==> config.mk <==
export PLATFORM = sky130hd
export DESIGN_NAME = branch_predictor
export DESIGN_NICKNAME = d
export VERILOG_FILES = /design/src/rtl/core_pkg.sv /design/src/rtl/bp_counter_table.sv /design/src/rtl/branch_predictor.sv
export SDC_FILE = /design/constraint.sdc
export NUM_CORES = 1
export LEC_CHECK = 0
export ABC_AREA = 1
export CAP_MARGIN = 15
export CORE_MARGIN = 2
export CORE_UTILIZATION = 40
export CTS_CLUSTER_DIAMETER = 200
export DETAILED_ROUTE_END_ITERATION = 6
export PLACE_DENSITY = 0.66
export RECOVER_POWER = 100
export SLEW_MARGIN = 10
export SYNTH_ARGS = -nofsm -noshare
export SYNTH_HDL_FRONTEND = slang
export SYNTH_SLANG_ARGS = --single-unit
export TNS_END_PERCENT = 50
==> constraint.sdc <==
create_clock -name clk -period 25.3 [get_ports clk]
set_input_delay 2.53 -clock clk [delete_from_list [all_inputs] [get_ports clk]]
set_output_delay 2.53 -clock clk [all_outputs]
set_load 0.01 [all_outputs]
==> src/rtl/core_pkg.sv <==
// Shared definitions for the branch predictor: predictor modes, the 2-bit
// saturating counter type, the sweep/run state enum and the counter step.
package core_pkg;

    localparam int PRED_STATIC  = 0;
    localparam int PRED_BIMODAL = 1;
    localparam int PRED_GSHARE  = 2;

    typedef logic [1:0] ctr_t;

    typedef enum logic {
        ST_INIT = 1'b0,
        ST_RUN  = 1'b1
    } bp_state_e;

    // Saturating step of a 2-bit confidence counter toward the resolved outcome.
    function automatic ctr_t ctr_next(input ctr_t c, input logic taken);
        if (taken) begin
            return (c == 2'b11) ? c : c + 2'b01;
        end
        return (c == 2'b00) ? c : c - 2'b01;
    endfunction

endpackage

==> src/rtl/bp_counter_table.sv <==
// Counter storage with its own init-sweep pointer. Two asynchronous read
// ports (decode lookup, execute read-modify-write) and one synchronous write
// port shared between the sweep and resolved-branch updates.
module bp_counter_table
    import core_pkg::*;
#(
    parameter int   IDX_BITS = 8,
    parameter ctr_t CTR_INIT = 2'b01
) (
    input  logic                clk,
    input  logic                resetn,
    input  logic                i_sweep,
    output logic                o_sweep_last,
    input  logic                i_wr_en,
    input  logic [IDX_BITS-1:0] i_wr_idx,
    input  ctr_t                i_wr_data,
    input  logic [IDX_BITS-1:0] i_rd_a_idx,
    output ctr_t                o_rd_a,
    input  logic [IDX_BITS-1:0] i_rd_b_idx,
    output ctr_t                o_rd_b
);

    localparam int DEPTH = 1 << IDX_BITS;

    ctr_t                r_mem [DEPTH];
    logic [IDX_BITS-1:0] r_ptr;
    logic                w_we;
    logic [IDX_BITS-1:0] w_widx;
    ctr_t                w_wdata;

    // The sweep owns the write port while active; updates are refused upstream then.
    always_comb begin
        w_we    = i_sweep | i_wr_en;
        w_widx  = i_sweep ? r_ptr : i_wr_idx;
        w_wdata = i_sweep ? CTR_INIT : i_wr_data;
    end

    // Sweep pointer; wraps back to 0 after the last entry so a later sweep starts clean.
    always_ff @(posedge clk or negedge resetn) begin
        if (!resetn) begin
            r_ptr <= '0;
        end else if (i_sweep) begin
            r_ptr <= r_ptr + IDX_BITS'(1);
        end
    end

    // Table contents carry no reset; the sweep establishes them.
    always_ff @(posedge clk) begin
        if (w_we) begin
            r_mem[w_widx] <= w_wdata;
        end
    end

    assign o_sweep_last = &r_ptr;
    assign o_rd_a       = r_mem[i_rd_a_idx];
    assign o_rd_b       = r_mem[i_rd_b_idx];

endmodule

==> src/rtl/branch_predictor.sv <==
// Conditional branch predictor: static BTFNT, bimodal or gshare.
//
//   state   | meaning
//   --------+-----------------------------------------------------------
//   ST_INIT | sweeping CTR_INIT into every entry; predictions fall back
//           | to BTFNT and resolved-branch table updates are dropped
//   ST_RUN  | table lookups drive predictions, resolves train the table
module branch_predictor
    import core_pkg::*;
#(
    parameter int         BHT_BITS = 8,
    parameter int         GHR_BITS = 8,
    parameter int         MODE     = 2,
    parameter logic [1:0] CTR_INIT = 2'b01
) (
    input  logic                clk,
    input  logic                resetn,
    input  logic                d_valid,
    input  logic [31:0]         d_PC,
    input  logic                d_backward,
    output logic                d_predict,
    output logic [BHT_BITS-1:0] d_index,
    input  logic                e_valid,
    input  logic [BHT_BITS-1:0] e_index,
    input  logic                e_taken,
    input  logic                e_predict,
    output logic                busy,
    output logic [31:0]         nb_branch,
    output logic [31:0]         nb_hit
);

    localparam bp_state_e RST_STATE = (MODE == PRED_STATIC) ? ST_RUN : ST_INIT;

    bp_state_e           r_state;
    logic [GHR_BITS-1:0] r_ghr;
    logic [31:0]         r_nb_branch;
    logic [31:0]         r_nb_hit;
    logic                w_sweep_last;
    ctr_t                w_pred_ctr;
    logic [BHT_BITS-1:0] w_pc_idx;
    logic [BHT_BITS-1:0] w_ghr_ext;
    logic                w_unused;

    assign w_pc_idx  = d_PC[BHT_BITS+1:2];
    assign w_ghr_ext = BHT_BITS'(r_ghr);
    assign d_index   = (MODE == PRED_GSHARE) ? (w_pc_idx ^ w_ghr_ext) : w_pc_idx;
    assign busy      = (r_state == ST_INIT);
    assign d_predict = ((MODE == PRED_STATIC) || busy) ? d_backward : w_pred_ctr[1];
    assign nb_branch = r_nb_branch;
    assign nb_hit    = r_nb_hit;

    // d_valid only qualifies the outputs for the consumer; nothing here depends on it.
    assign w_unused = ^{d_valid, d_PC[31:BHT_BITS+2], d_PC[1:0], w_pred_ctr[0], e_index};

    if (MODE != PRED_STATIC) begin : g_table
        ctr_t w_upd_cur;
        ctr_t w_upd_next;

        assign w_upd_next = ctr_next(w_upd_cur, e_taken);

        bp_counter_table #(
            .IDX_BITS (BHT_BITS),
            .CTR_INIT (CTR_INIT)
        ) u_table (
            .clk          (clk),
            .resetn       (resetn),
            .i_sweep      (busy),
            .o_sweep_last (w_sweep_last),
            .i_wr_en      (e_valid && !busy),
            .i_wr_idx     (e_index),
            .i_wr_data    (w_upd_next),
            .i_rd_a_idx   (d_index),
            .o_rd_a       (w_pred_ctr),
            .i_rd_b_idx   (e_index),
            .o_rd_b       (w_upd_cur)
        );
    end else begin : g_static
        assign w_sweep_last = 1'b1;
        assign w_pred_ctr   = '0;
    end

    // Leave INIT once the sweep has written the last entry.
    always_ff @(posedge clk or negedge resetn) begin
        if (!resetn) begin
            r_state <= RST_STATE;
        end else if ((r_state == ST_INIT) && w_sweep_last) begin
            r_state <= ST_RUN;
        end
    end

    // Global history follows resolved outcomes only, in every state and mode.
    always_ff @(posedge clk or negedge resetn) begin
        if (!resetn) begin
            r_ghr <= '0;
        end else if (e_valid) begin
            r_ghr <= GHR_BITS'({r_ghr, e_taken});
        end
    end

    // Resolved-branch and correct-prediction counters, free-running modulo 2^32.
    always_ff @(posedge clk or negedge resetn) begin
        if (!resetn) begin
            r_nb_branch <= '0;
            r_nb_hit    <= '0;
        end else if (e_valid) begin
            r_nb_branch <= r_nb_branch + 32'd1;
            if (e_taken == e_predict) begin
                r_nb_hit <= r_nb_hit + 32'd1;
            end
        end
    end

endmodule
==> results of run 1 <==
[critical path, delay by kind of cell]
family	cells	cell delay, ns
AND/OR/NAND/NOR	12	2.29
buffers and inverters	4	10.73
[registers in the layout, summed over array words and instances (netlist names)]
register	count
g_table.u_table.r_mem	512
g_table.u_table.r_ptr	8
nb_branch	32
r_ghr	8
r_state	1
nb_hit	32
[Yosys cell counts, drive strengths merged, types with 11 or more instances]
| master | instances | share of area [%] |
|---|---|---|
| a21oi | 39 | 0.68 |
| buf | 100 | 1.6 |
| clkbuf | 91 | 1.2 |
| dfrtp | 81 | 7.0 |
| edfxtp | 512 | 53 |
| inv | 267 | 3.5 |
| nand2 | 880 | 12 |
| nand3 | 723 | 13 |
| nand4 | 11 | 0.26 |
| nor2 | 306 | 4.2 |
| nor3 | 21 | 0.42 |
| o21ai | 55 | 0.95 |
| xnor2 | 29 | 0.93 |
| xor2 | 45 | 1.4 |
[kinds of logic (layout without fill, tap and decap cells)]
logic type      Yosys count  in the layout  synth area share, %
compound gates          101            101                 1.81
xor+xnor                 74             74                 2.30
fa+ha+maj                 3              3                0.130
buf+inv                 463            524                 6.36
flops                   593            593                 60.2
mux                       1              1               0.0390
simple gates           1946           1946                 29.1
[layer usage]
| metal | vias up | routed length [microns] | part of all wire [%] | GRT usage, % |
|---|---|---|---|---|
| li1 | 10600 | - | - | - |
| met3 | 266 | 8300 | 9.6 | 3.43 |
| met1 | 10900 | 32900 | 38 | 29.3 |
| met4 | 0 | 4830 | 5.6 | 12.3 |
| met5 | - | 0 | 0 | 0 |
| met2 | 1163 | 40100 | 47 | 37.4 |
[cell type report]
| cell class | instances | area (sq um) |
|---|---|---|
| fill | 6701 | 38800 |
| sequential | 593 | 17400 |
| multi-input combinational | 2125 | 9630 |
| clock buffer | 78 | 1730 |
| timing repair buffer | 138 | 1210 |
| tap | 950 | 1190 |
| inverter | 272 | 1020 |
| clock inverter | 36 | 445 |
[final timing paths]
check | end | slack [ns] | from
min in group asynchronous | nb_branch[30] | 1.83 | resetn
worst min-delay path | nb_branch[31] | 0.47 | nb_branch[31]
max in group asynchronous | g_table.u_table.r_ptr[2] | 19.37 | resetn
worst max-delay path | g_table.u_table.r_mem[133][0] | 9.28 | e_index[0]
worst min register to register | nb_branch[31] | 0.47 | nb_branch[31]
worst max register to register | g_table.u_table.r_mem[133][0] | 19.10 | g_table.u_table.r_mem[62][1]
[power by group through the flow]
| stage | clock network [mW] | logic, mW | registers [mW] |
|---|---|---|---|
| detailed placement | 0 | 0.268 | 1.10 |
| finish | 0.969 | 0.277 | 1.08 |
| floorplan | 0 | 0.151 | 1.10 |
| global route | 1.02 | 0.295 | 1.08 |
| CTS | 0.978 | 0.269 | 1.08 |
| global placement | 0 | 0.267 | 1.10 |
[through the flow]
| step | utilization [%] | cell area [sq um] | hold WS [ns] | setup slack (ns) |
|---|---|---|---|---|
| 2_1_floorplan | - | 28900 | 0.458 | 14.18 |
| 3_3_place_gp | 42.9 | 30600 | 0.460 | 15.76 |
| 3_5_place_dp | 42.9 | 30600 | 0.465 | 15.77 |
| 4_1_cts | 45.9 | 32800 | 0.477 | 15.76 |
| 5_1_grt | 45.7 | 32600 | 0.489 | 7.94 |
| 6_report | 45.7 | 32600 | 0.468 | 9.28 |
[placed cells by master, fill, tap and decap left out, types with 2 or more instances in the layout]
master           Yosys  final
o21ai_1              2      2
clkinv_1             5     14
o211ai_1             6      6
nand4_1             10     11
inv_1              265    263
inv_16               0      2
clkinvlp_4           0      4
buf_4                2     32
nor2_1             296    305
nand2_4              1      3
dlygate4sd3_1        0     71
clkbuf_8             0      6
clkbuf_4             0      2
ha_1                 3      3
xnor2_1             27     26
nand3_1            719    720
bufinv_16            0      9
clkbuf_1            91     19
clkinv_2             0     11
clkdlybuf4s50_1      0     19
o21ai_0             53     53
nand2_2              6      5
nor3_1              18     21
xnor2_2              2      2
a21oi_1             39     39
edfxtp_1           512    512
nand2_1            873    871
xor2_1              45     44
buf_2               73      2
nor4_1               2      3
clkbuf_16            0     65
dfrtp_1             81     81
nand3_2              2      2
==> results.toml, run 1 <==
[status]
status = "finished, violations left"
violations = "max-capacitance violations, max-slew violations"

[critical_path]
worstPathRequired_ns = 25.16
endpoint_kind = "register"
slowest_delay_ns = 6.63
critPathArrivalTime_ns = 15.88
reg2reg_depth = 13
startpoint_type = "input pin"
crit_top_cell = "nand3_1"
crit_fanout = 194
crit_type = "in -> reg"
crit_slowest_cell = "clkbuf_1"
crit_chain = "clkbuf_8 > clkinvlp_2 > clkbuf_1 > nand2_1 > nand3_1 > nand3_1 > nand3_1 > nand3_1 > nand2_1 > nand2_1 > nand3_1 > nand3_1 > nand3_1 > nand3_1 > nand2_8 > clkbuf_1"

[place]
port_buffers = 95
place.gp.congestion = 0.861
place_inst = 4078
place_hpwl_microns = 48100

[global_routing]
grt_pass1_wl_microns = 130000
grt_usage_pct = 22.9
grt_antenna_before_repair = 1
grt.overflow.total = 0
grt_max_degree = 195
grt_pass1_vias = 22000

[floorplanning]
fp.dieW_microns = 273
die_y_microns = 273
core-area_sq_mm = 0.0715
die_area_sq_mm = 0.0744
rows = 98
ios = 121
initial_core_util_pct = 40.4

[cts]
h-tree-depth = 2
clk_latency_ns = 0.65
cts_made_buffers = 60
clk_path_buf_depth = 3
cts_sinks = 593
clk_pin_slew_ns = 0.06
cts_resized = 0
ctsHoldBuffers = 0
root_buffer = "clkbuf_16"
post_cts_buffers = 0
cts_tree = "built"

[detailed_routing]
drt_wl_total_microns = 86200
vias_per_cell = 5.48
wl_per_cell_microns = 20.6
drc = 0
ant_nets = 0
dr.pass1.iters = 6
drt-initial-drc-count = 2614
num_vias = 23000

[power_and_ir_drop]
power_density_mw_per_mm2 = 71.2
pwr-share-seq_pct = 46.4
p_sw_share_pct = 25.5
leakagePower_nw = 13.4
power_mw = 2.32
p_clk_share_pct = 41.7
ir_drop_v = 0.0000507
p_switching_mw = 0.593
comb_power_share_pct = 11.9
p_int_mw = 1.73

[timing]
finalSetupViolCount = 0
final-max-slew-violation-count = 633
relSlewSlack_pct = -542
period_share_pct = 63.3
fin_skew_ns = 0.0293
fin_setup_tns_ns = 0
timing.final.crit_period_ns = 16.02
worst_slew_pin_slew_ns = 9.63
max_freq_mhz = 62.4
rsz0062_at_grt = "no"
hold_viol = 0

[job]
drv_cap = 10

[logic_synthesis]
syn_inst = 3181
ys_ff_latch = 593
yosys_warnings = 0
postSynthAreaPerCell_sq_um = 9.08
synth_top_flop_cell = "edfxtp_1"
ys_types = 36
netlist_area_sq_mm = 0.0289
async_reset_ff_share_pct = 13.7
synth_edf_count = 512
synthesis.nets = 3231
seq_area_frac_synth_pct = 60.2

[min_path]
hold_path_depth = 1
hold_class = "reg -> reg"

[layout]
num-nets-final = 3240
antenna_cells = 0
drive_gt1_share_pct = 4.81
fin_cells = 4192
syn_to_final_growth_pct = 13.0
Note: power is estimated with default switching activity, not from simulation.
==> inputs of run 2 (changes only) <==
--- a/config.mk
+++ b/config.mk
@@ -11,7 +11,7 @@
 export CORE_UTILIZATION = 40
 export CTS_CLUSTER_DIAMETER = 200
 export DETAILED_ROUTE_END_ITERATION = 6
-export PLACE_DENSITY = 0.66
+export PLACE_DENSITY = 0.69
 export RECOVER_POWER = 100
 export SLEW_MARGIN = 10
 export SYNTH_ARGS = -nofsm -noshare
==> constraint.sdc (replaced) <==
create_clock -name clk -period 14.3 [get_ports clk]
set_input_delay 1.43 -clock clk [delete_from_list [all_inputs] [get_ports clk]]
set_output_delay 1.43 -clock clk [all_outputs]
set_load 0.01 [all_outputs]
==> run 2 against run 1 <==
Compared with the run above: the flow still finishes with violations (max-capacitance violations, max-slew violations); die area unchanged; final cell count decreased by 0.17%; sequential power is 77% higher; utilization shrank 0.27 points; wire length shrank 2.2%; power increased by 73%; first-iteration DRC count up 0.15%; non-clock buffer count down 6; critical path type is now in -> out.
==> results.toml, run 2 (synthesized netlist as in run 1, its figures left out) <==
[critical_path]
path_depth = 15
slowest_delay_ns = 2.39
crit_end = "d_predict"
r2r_start = "g_table.u_table.r_mem[87][1]"
crit_fanout = 33
crit_top_cell = "nand3_1"
r2r_end = "g_table.u_table.r_mem[84][1]"
crit_chain = "clkdlybuf4s50_1 > xnor2_2 > clkbuf_1 > clkinv_1 > clkbuf_1 > nand3_1 > nand3_1 > nand3_1 > nand3_1 > nand3_1 > nand3_1 > nand2_1 > nand2_1 > nand2_1 > clkdlybuf4s50_1"
ff2ff_setup_slack_ns = 9.09
cpLargestDelayFamily = "buffers and inverters"
critPathArrivalTime_ns = 9.42
endpoint_kind = "output port"
startpoint_type = "input pin"
reg2reg_depth = 13
cp_num_buf_inv = 5
crit_slowest_cell = "clkbuf_1"
crit_type = "in -> out"
worstPathRequired_ns = 12.87
crit_path_start = "d_PC[4]"

[global_routing]
grt_usage_pct = 22.5
grt_antenna_before_repair = 3
grt.overflow.total = 0
grt_pass1_wl_microns = 127000
grt_pass1_vias = 21800
grt_max_degree = 211

[place]
port_buffers = 95
preCtsSetupSlack_ns = 6.83
place_area_sq_mm = 0.0306
place.gp.congestion = 0.874
place_hpwl_microns = 47100
place_inst = 4072

[detailed_routing]
ant_nets = 0
vias_per_cell = 5.43
drt-initial-drc-count = 2618
drc = 0
drt_wl_total_microns = 84400
wl_per_cell_microns = 20.2
dr.pass1.iters = 7
num_vias = 22700

[layout]
syn_to_final_growth_pct = 12.3
final_util_pct = 45.4
largest_reg_flops = 512
num-nets-final = 3233
final_common_cell = "nand2_1"
fin_cells = 4185
regMostFlops = "g_table.u_table.r_mem"
drive_gt1_share_pct = 4.30
layout_common_cells = "873 x nand2_1, 721 x nand3_1, 512 x edfxtp_1, 306 x nor2_1, 263 x inv_1"
fin_area_sq_mm = 0.0324

[timing]
max_freq_mhz = 92.2
rsz0062_at_grt = "no"
timing.final.crit_period_ns = 10.85
finalSetupViolCount = 0
worst_slew_pin_slew_ns = 5.03
fin_ws_ns = 3.45
final-max-slew-violation-count = 570
hold_ws_ns = 0.483
period_share_pct = 75.9
fin_setup_tns_ns = 0
fin_skew_ns = 0.0389
hold_viol = 0
relSlewSlack_pct = -235

[power_and_ir_drop]
power_mw = 4.02
power_density_mw_per_mm2 = 124
ir_drop_v = 0.000109
leakagePower_nw = 13.3

[cts]
cts_resized = 0
h-tree-depth = 2
clk_pin_slew_ns = 0.06
ctsHoldBuffers = 0
cts_made_buffers = 59
post_cts_buffers = 0
cts_sinks = 593
cts_tree = "built"
clk_latency_ns = 0.67
clk_path_buf_depth = 3
root_buffer = "clkbuf_16"

[floorplanning]
die_y_microns = 273
initial_core_util_pct = 40.4
core-area_sq_mm = 0.0715
die_area_sq_mm = 0.0744
fp.dieW_microns = 273
ios = 121
rows = 98

[status]
status = "finished, violations left"
violations = "max-capacitance violations, max-slew violations"

[job]
drv_cap = 17

[min_path]
hold_class = "reg -> reg"
[run 2: changes by cell type in the layout (fill, tap and decap cells not counted), moves of 3 or more]
cell | before | now
clkinv_1 | 14 | 17
clkbuf_16 | 65 | 59
buf_4 | 32 | 22
clkbuf_8 | 6 | 0
[run 2: power by group]
group          switching (mW)  internal (mW)
Sequential             0.0316           1.88
Combinational           0.322          0.156
Clock                   0.697          0.942
[run 2: area by class of cell]
cell class | instances | area [sq um]
Tap cell | 950 | 1190
Fill cell | 6640 | 39000
Multi-Input combinational cell | 2125 | 9600
Antenna cell | 1 | 2.50
Timing Repair Buffer | 132 | 1160
Clock inverter | 49 | 569
Sequential cell | 593 | 17400
Clock buffer | 63 | 1490
Inverter | 272 | 1030
[run 2: routing by layer]
| metal | part of all wire [%] | up-vias | track usage, % |
|---|---|---|---|
| met1 | 38 | 10700 | 28.0 |
| met5 | 0.038 | - | 0 |
| met3 | 9.6 | 289 | 3.37 |
| li1 | - | 10600 | - |
| met4 | 6.1 | 4 | 13.2 |
| met2 | 47 | 1133 | 37.2 |
[run 2: worst min-delay path by stage]
stage	startpoint	endpoint	slack, ns	cells after the start
floorplan	g_table.u_table.r_ptr[4]	g_table.u_table.r_ptr[4]	0.46	1
global placement	nb_branch[31]	nb_branch[31]	0.46	1
detailed placement	g_table.u_table.r_ptr[3]	g_table.u_table.r_ptr[3]	0.48	1
CTS	nb_hit[25]	nb_hit[25]	0.50	1
global route	nb_hit[25]	nb_hit[25]	0.51	1
finish	nb_hit[25]	nb_hit[25]	0.48	1
==> inputs of run 3 (changes only) <==
--- a/config.mk
+++ b/config.mk
@@ -11,7 +11,7 @@
 export CORE_UTILIZATION = 40
 export CTS_CLUSTER_DIAMETER = 200
 export DETAILED_ROUTE_END_ITERATION = 6
-export PLACE_DENSITY = 0.69
+export PLACE_DENSITY = 0.66
 export RECOVER_POWER = 100
 export SLEW_MARGIN = 10
 export SYNTH_ARGS = -nofsm -noshare
==> constraint.sdc (replaced) <==
create_clock -name clk -period 10.8 [get_ports clk]
set_input_delay 1.08 -clock clk [delete_from_list [all_inputs] [get_ports clk]]
set_output_delay 1.08 -clock clk [all_outputs]
set_load 0.01 [all_outputs]
==> run 3 against run 2 <==
Compared with the run above: the flow still finishes with violations (max-capacitance violations, max-slew violations); design area down 0.42%; worst hold slack got worse by 0.012 ns; wire length increased by 2.1%; count of clock-buffer cells in the layout up 14; first-iteration DRC count is 1.7% lower; worst setup slack got worse by 1.1 ns; critical path depth up 3; register-to-register slack lost 3.0 ns; via count grew 0.71%.
==> results.toml, run 3 (synthesized netlist as in run 1, its figures left out) <==
[cts]
clk_latency_ns = 0.64
cts_made_buffers = 60
root_buffer = "clkbuf_16"
post_cts_buffers = 0
clk_pin_slew_ns = 0.06
cts_resized = 0
cts_tree = "built"
cts_sinks = 593
clk_path_buf_depth = 3
h-tree-depth = 2
ctsHoldBuffers = 0

[status]
violations = "max-capacitance violations, max-slew violations"
status = "finished, violations left"

[floorplanning]
die_y_microns = 273
initial_core_util_pct = 40.4
die_area_sq_mm = 0.0744
ios = 121
rows = 98
fp.dieW_microns = 273
core-area_sq_mm = 0.0715

[detailed_routing]
drt_wl_total_microns = 86100
num_vias = 22900
wl_per_cell_microns = 20.6
drc = 0
dr.pass1.iters = 6
drt-initial-drc-count = 2573
vias_per_cell = 5.47
ant_nets = 0

[layout]
largest_reg_flops = 512
layout_common_cells = "874 x nand2_1, 720 x nand3_1, 512 x edfxtp_1, 305 x nor2_1, 263 x inv_1"
num-nets-final = 3239
syn_to_final_growth_pct = 11.8
final_common_cell = "nand2_1"
regMostFlops = "g_table.u_table.r_mem"
antenna_cells = 0
fin_cells = 4185
final_util_pct = 45.2
drive_gt1_share_pct = 3.93

[place]
place.gp.congestion = 0.862
place_hpwl_microns = 47700
place_inst = 4076
port_buffers = 95

[critical_path]
startpoint_type = "input pin"
crit_type = "in -> out"
ff2ff_setup_slack_ns = 6.05
crit_fanout = 75
endpoint_kind = "output port"
worstPathRequired_ns = 9.72
critPathArrivalTime_ns = 7.34

[timing]
rsz0062_at_grt = "no"
relSlewSlack_pct = -136
timing.final.crit_period_ns = 8.42
fin_skew_ns = 0.0288
worst_slew_pin_slew_ns = 3.55
hold_viol = 0
fin_setup_tns_ns = 0
finalSetupViolCount = 0
period_share_pct = 77.9
max_freq_mhz = 119
final-max-slew-violation-count = 521

[power_and_ir_drop]
leakagePower_nw = 13.2
ir_drop_v = 0.000136
power_density_mw_per_mm2 = 160

[global_routing]
grt_antenna_before_repair = 3
grt_pass1_wl_microns = 130000
grt.overflow.total = 0
grt_max_degree = 168
grt_usage_pct = 22.9
grt_pass1_vias = 21700

[job]
drv_cap = 17

[min_path]
hold_class = "reg -> reg"
run 3: changes by cell type in the layout (fill, tap and decap cells not counted), sizes merged:
cell      previous run  this run
inv                267       268
clkbuf              80        96
diode                1         0
bufinv              10         5
clkinvlp             9         4
buf                 25        28
clkinv              35        26
run 3: worst max-delay path, stage by stage:
cell and delay [ns]:
clkdlybuf4s50_1 0.56, inv_1 0.15, nand2_1 0.08, nand2_1 2.46, buf_4 0.86, nand2_1 0.11, nand2_1 0.08, nand2_1 0.05
nand3_1 0.19, nand3_1 0.09, nand3_1 0.21, nand3_1 0.22, nand3_1 0.13, nand3_1 0.08, nand2_1 0.17, nand2_1 0.13
nand2_1 0.11, clkdlybuf4s50_1 0.54
run 3: layout make-up:
type / instances / area (sq um)
Sequential cell: 593 / 17400
Multi-Input combinational cell: 2125 / 9630
Tap cell: 950 / 1190
Clock inverter: 31 / 293
Inverter: 272 / 1030
Timing Repair Buffer: 137 / 1190
Clock buffer: 77 / 1590
Fill cell: 6751 / 39200
run 3: path summary, 6_finish.rpt:
kind,to,from,cells past startpoint
max in group asynchronous,nb_hit[21],resetn,2
min reg2reg,nb_hit[31],nb_hit[31],1
max,d_predict,d_PC[2],18
min,nb_hit[31],nb_hit[31],1
min in group asynchronous,nb_branch[30],resetn,1
max reg2reg,g_table.u_table.r_mem[94][0],r_state,5
run 3: where the power goes:
group | leakage, nW | total (mW) | internal (mW) | switching, mW
registers | 4.92 | 2.53 | 2.48 | 0.0426
clock network | 0.900 | 2.02 | 1.15 | 0.875
logic | 7.39 | 0.628 | 0.203 | 0.426
total | 13.2 | 5.18 | 3.84 | 1.34
run 3: layer usage:
| layer | share of wire, % | up-vias | wire, microns | GRT usage [%] |
|---|---|---|---|---|
| met4 | 5.3 | 0 | 4570 | 11.2 |
| li1 | - | 10600 | - | - |
| met2 | 47 | 1107 | 40500 | 37.8 |
| met3 | 9.5 | 258 | 8150 | 3.64 |
| met5 | 0 | - | 0 | 0 |
| met1 | 38 | 10900 | 33000 | 29.3 |
run 3: per-stage QoR:
step                      total power [mW]  setup slack [ns]  hold WS (ns)  area, sq um
final                                 5.18              2.38         0.470        32300
after global routing                  5.35              2.27         0.485        32300
after CTS                             5.21              4.41         0.478        32500
after detailed placement              3.20              4.09         0.467        30600
after global placement                3.20              4.08         0.458        30600
after floorplan                       2.93              1.13         0.458        28900
